--- src/rtl/pipe_stage_reg.sv ---
// pipe_stage_reg: STAGES-deep valid/ctrl/data pipeline register with stall (hold) and flush (bubble).
// Define PIPE_STAGE_PERF_EN to add saturating stall and bubble counters.
module pipe_stage_reg #(
    parameter int DATA_W            = 32,
    parameter int CTRL_W            = 8,
    parameter int STAGES            = 1,
    parameter bit CLR_DATA_ON_FLUSH = 1'b0,
    parameter int CNT_W             = 16
) (
    input  logic              clk_i,
    input  logic              rst_i,
    input  logic              stall_i,
    input  logic              flush_i,
    input  logic              valid_i,
    input  logic [CTRL_W-1:0] ctrl_i,
    input  logic [DATA_W-1:0] data_i,
    output logic              valid_o,
    output logic [CTRL_W-1:0] ctrl_o,
`ifdef PIPE_STAGE_PERF_EN
    output logic [DATA_W-1:0] data_o,
    output logic [CNT_W-1:0]  stall_cnt_o,
    output logic [CNT_W-1:0]  bubble_cnt_o
`else
    output logic [DATA_W-1:0] data_o
`endif
);
    if (STAGES < 1 || STAGES > 8 || CNT_W < 1) begin : g_bad_param
        $error("pipe_stage_reg: STAGES must be 1..8 and CNT_W >= 1");
    end

    logic [STAGES-1:0]             v, vn;
    logic [STAGES-1:0][CTRL_W-1:0] c, cn;
    logic [STAGES-1:0][DATA_W-1:0] d, dn;

    // Next contents on an advancing edge; an invalid slot never carries control bits.
    always_comb begin
        vn[0] = valid_i;
        cn[0] = valid_i ? ctrl_i : {CTRL_W{1'b0}};
        dn[0] = data_i;
        for (int k = 1; k < STAGES; k++) begin
            vn[k] = v[k-1];
            cn[k] = c[k-1];
            dn[k] = d[k-1];
        end
    end

    always_ff @(posedge clk_i) begin
        if (rst_i) begin
            v <= '0;
            c <= '0;
            d <= '0;
        end else if (flush_i) begin
            v <= '0;
            c <= '0;
            if (CLR_DATA_ON_FLUSH) d <= '0;
        end else if (!stall_i) begin
            v <= vn;
            c <= cn;
            d <= dn;
        end
    end

    assign valid_o = v[STAGES-1];
    assign ctrl_o  = c[STAGES-1];
    assign data_o  = d[STAGES-1];

`ifdef PIPE_STAGE_PERF_EN
    logic stall_hit, bubble_hit;
    assign stall_hit  = stall_i && !flush_i;
    assign bubble_hit = flush_i || (!stall_i && !vn[STAGES-1]);

    always_ff @(posedge clk_i) begin
        if (rst_i) begin
            stall_cnt_o  <= '0;
            bubble_cnt_o <= '0;
        end else begin
            if (stall_hit && stall_cnt_o != '1) stall_cnt_o <= stall_cnt_o + CNT_W'(1);
            if (bubble_hit && bubble_cnt_o != '1) bubble_cnt_o <= bubble_cnt_o + CNT_W'(1);
        end
    end
`endif
endmodule
--- config.mk ---
export PLATFORM = sky130hd
export DESIGN_NAME = pipe_stage_reg
export DESIGN_NICKNAME = d
export VERILOG_FILES = /design/src/rtl/pipe_stage_reg.sv
export SDC_FILE = /design/constraint.sdc
export NUM_CORES = 1
export LEC_CHECK = 0
export CORE_MARGIN = 2
export CORE_UTILIZATION = 40
export DETAILED_ROUTE_END_ITERATION = 10
export PLACE_DENSITY = 0.91
export SKIP_CTS_REPAIR_TIMING = 1
export SLEW_MARGIN = 0
export SYNTH_ARGS = -nofsm -noshare
export SYNTH_HDL_FRONTEND = slang
export SYNTH_SLANG_ARGS = --single-unit
export TNS_END_PERCENT = 50
--- constraint.sdc ---
create_clock -name clk_i -period 1.15 [get_ports clk_i]
set_input_delay 0.1725 -clock clk_i [delete_from_list [all_inputs] [get_ports clk_i]]
set_output_delay 0.1725 -clock clk_i [all_outputs]
set_load 0.005 [all_outputs]
* Word level (Yosys, flattened, before mapping)
Cells that the tools add are included.
** Storage, ports and cells
- Input bits :: 45
- Register bits after elaboration :: 41
- Word-level logic and storage cells :: 8
- Output and inout bits :: 41
** Operators by class
- Muxes and demuxes :: 1
- Reduce and logical (&&, ||, !) cells :: 2
- Bitwise gates (word level) :: 2
** Operators with widths (number)
- two-way mux 8 bit :: 1
- inverter 1 bit :: 2
- AND reduction 2 bit :: 1
- OR reduction 2 bit :: 1

* Depth between registers and ports, before layout
- Depth after elaboration :: 2
- Mapped depth :: 5
- Mapped depth without buffers :: 2

* Least setup slack after synthesis
No wires, ideal clock.
- Path kind :: input -> register
- Start :: in stall_i
- End :: reg d (netlist bit data_o[10])
- Buffers on the path :: 2
- Path slack :: 0.216 ns
- Cell stages on the path :: 4
- Arrival :: 0.863 ns
- Data required time :: 1.080 ns
- Setup time :: 0.070 ns
- Path through :: buf_6 > buf_6 > or3b_1 > a21oi_1
** Between the ends
- Cells in the longest elaborated chain, start to end :: 2
** RTL lines
- start: declaration :: RTL line 12 : input logic stall_i,
- inverter 1 bit (no source line)
- AND reduction 2 bit (no source line)
- end signal: assignment :: RTL line 59 : d <= dn;
- end: declaration :: RTL line 33 : logic [STAGES-1:0][DATA_W-1:0] d, dn;
No other way between the ends.
A chain may end at the register's enable or synchronous reset.

==> impl.org <==
** Cells and area
- Count of placed standard cells in the final layout, fillers left out :: 313
- Total of fill cells in the finished design :: around 330
- Final Net Count :: slightly above 300
- Antenna Diode Count :: 0
- Layout cell share with drive strength beyond 1 :: between 10% and 20%
- Layout overhead on the synthesized area :: 62.1%
- Leading cell type in the layout, fill and taps excluded :: clkdlybuf4s50_1
- Commonest non-fill, non-tap cells in the layout :: clkdlybuf4s50_1, dlymetal6s2s_1, a21oi_1

** Timing
- Layout Skew :: 0 ps
- At the pin with the least slew margin, the transition time is 321 ps.
- Final critical-path share of the clock period :: 80.6%
- Setup violations remaining at the end of the flow were counted as 0.
- Number of hold-slack violations in the final timing report :: 0
- Headroom to the max-slew limit came out at about four fifths.
- RSZ-0062 raised after global routing :: false
- Smallest setup slack after layout :: 223 ps
- The max-slew violation total from the final report came to 0.
- Max Freq :: between 1000 and 1500 MHz
- Clock period minus final worst setup slack :: 927 ps

** Setup path
- Crit-path max FO :: 1
- Data arrives at the worst endpoint at between 1000 and 1500 ps.
- The worst setup path is launched from a primary input.
- Cell family with the largest share of critical-path delay :: buffers and inverters
- Setup Crit Path Kind :: primary input to register
- Worst Path Buf+Inv :: 1
- The slowest stage of the critical path is the clkdlybuf4s50_1 cell.
- On the worst path, the slowest cell contributes a delay of around 450 ps.
- Crit. End Element :: register
- The critical path goes through clkdlybuf4s50_1, or3b_1, a21oi_1.
- For the worst setup path, the data required time is around 1400 ps.

** Routing
- Number of DRC markers in iteration 0 :: 96
- Dividing the detail-routed wire length by the instance count gives 12.9 um.
- The routed layout has roughly 1,600 vias.
- Iteration count of the initial detailed-routing pass :: 4
- In the routed design, unresolved DRC markers number 0.
- In this run the remaining antenna-violating nets after routing total 0.
- Total routed wirelength :: between 4000 and 5000 um
- Using the TritonRoute via totals, the vias-per-cell ratio works out to 4.98.

** Placed design
- HPWL Detailed :: approximately 2800 um
- Worst slack, placed :: -77.3 ps
- Counting tap cells, the placed design contains a total of about 310 instances.
- IO Port Bufs :: between 80 and 90
- At the end of routability-driven placement, the weighted congestion stood at ~0.76.

** Global routing
- Antenna violations before repair :: 0
- Entering global routing, the biggest net connects 65 pins.
- Total congestion overflow :: 0
- Number of global-route vias before repair :: 1,386
- Global routing used approximately 17% of the available tracks across all layers.
- First-pass GRT wire length :: around 6600 um

** Floorplan
- In this run the horizontal extent of the chip is roughly 70 um.
- Measured along the y axis, the die boundary spans between 60 and 70 um.
- Die Outline Area :: about 4800 sq um
- Initial cell density of the core :: a little over two fifths
- 86 I/O pins were placed.
- After floorplanning, the core was sized to cover roughly 4000 sq um.
- Row generation in the floorplan step produced 23 rows.

** Power
- Leakage dissipation :: about 1.6 nW
- For this design the ratio of total power to cell area is 1040 nW/um^2.
- Power comes to between 0.002 and 0.003 W.
- Across the VDD grid, the largest voltage drop is a little over 0.0006 V.

** Clocking
- Inserted Clock Buffers :: 5
- TritonCTS clock tree :: yes
- Count of clock tree sinks :: a little over 40
- Clock tree synthesis selected as its root buffer the cell clkbuf_8.
- Worst-skew pair later-pin latency :: around 280 ps
- Clock slew at the register clock pins of the worst setup and hold paths :: about 70 ps
- Deepest level of the CTS H-tree :: 2
- Buffers from clock root to sink, at most :: 2

** Flow run
- Across the run, the number of max-cap violations was 0.

** Logic synthesis
- Yosys mapped a number of flops with a built-in enable equal to 0.
- Synthesized area :: ~1700 sq um
- Of all flip-flops after synthesis, the portion carrying an async set or reset was 0%.
- After synthesis the netlist holds a flip-flop and latch count of 41.
- Yosys printed 0 warnings.
- In the synthesized netlist the dominant register cell turns out to be dfxtp_1.
- The number of nets handed over by synthesis was ~230.
- The number of different library cells used by synthesis comes to 15.
- Per-instance average area after synthesis :: about 9.2 sq um
- Counting every instance in the synthesized netlist gives around 190.
- Portion of the post-synthesis area used by sequential elements :: about 48%

** Hold path
- In this run the worst hold path is classified as primary input to register.

** Status
- Run status :: finished, final reports clean
==> metal layers <==
metal	track usage, %	routed length (um)	vias up
met4	5.88	64	0
met1	21.5	1780	672
li1	-	-	819
met2	26.1	1880	61
met5	0	0	-
met3	6.69	321	8
==> Yosys cell counts (7+ instances only) <==
cell,number,area share (%)
dfxtp_1,41,48
a21oi_1,40,12
or3b_1,32,16
o21ai_1,18,5.3
o21ai_0,14,4.1
clkbuf_1,12,2.6
nand2_1,8,1.8
nand3b_1,8,3.5
buf_6,7,4.6
==> kinds of logic (layout without fill, tap and decap cells) <==
family / Yosys count / after routing / synth area share [%]
AND/OR/NAND/NOR: 50 / 50 / 22.2
buffers and inverters: 22 / 99 / 8.19
flip-flops: 41 / 41 / 48.0
multiplexers: 1 / 1 / 0.585
AO/OA/AOI/OAI: 72 / 72 / 21.1
==> path summary, 6_finish.rpt <==
kind	start	end	slack, ps	depth (start not counted)
max	data_i[26]	data_o[26]	220	3
max reg2reg	ctrl_o[1]	ctrl_o[1]	480	3
min reg2reg	ctrl_o[2]	ctrl_o[2]	450	2
min	stall_i	ctrl_o[4]	360	4
==> state kept, by name, summed over array words and instances, names as in the netlist <==
name,flops
data_o,32
ctrl_o,8
valid_o,1
==> stage by stage <==
stage / hold slack [ps] / setup TNS, ps / util (%) / instance area (sq um)
6_report: 358 / 0 / 68.4 / 2780
2_1_floorplan: 339 / 0 / - / 1710
3_3_place_gp: 440 / -282 / 63.0 / 2560
3_5_place_dp: 457 / -952 / 63.0 / 2560
5_1_grt: 354 / 0 / 68.4 / 2780
4_1_cts: 352 / -6350 / 65.2 / 2640
==> power by group <==
part / internal, W / total [W] / leakage (nW) / switching [W]
Clock: 0.000476 / 0.000911 / 0.0443 / 0.000435
Sequential: 0.00148 / 0.00151 / 0.342 / 0.0000247
Combinational: 0.000295 / 0.000467 / 1.24 / 0.000172
Total: 0.00225 / 0.00288 / 1.63 / 0.000632
==> worst reg2reg max path, delay by kind of cell (launching register included) <==
kind / cells / cell delay (ps)
AO/OA/AOI/OAI: 1 / 130
AND/OR/NAND/NOR: 1 / 40
flip-flops: 1 / 330
buffers and inverters: 1 / 90
==> cell type report <==
cell class | instances | area [sq um] | area share, %
Tap cell | 50 | 62.6 | 2.25
Sequential cell | 41 | 842 | 30.3
Multi-Input combinational cell | 123 | 751 | 27.1
Timing Repair Buffer | 92 | 1030 | 37.2
Clock buffer | 7 | 86.3 | 3.11
Power figures use the tool's default switching activity.
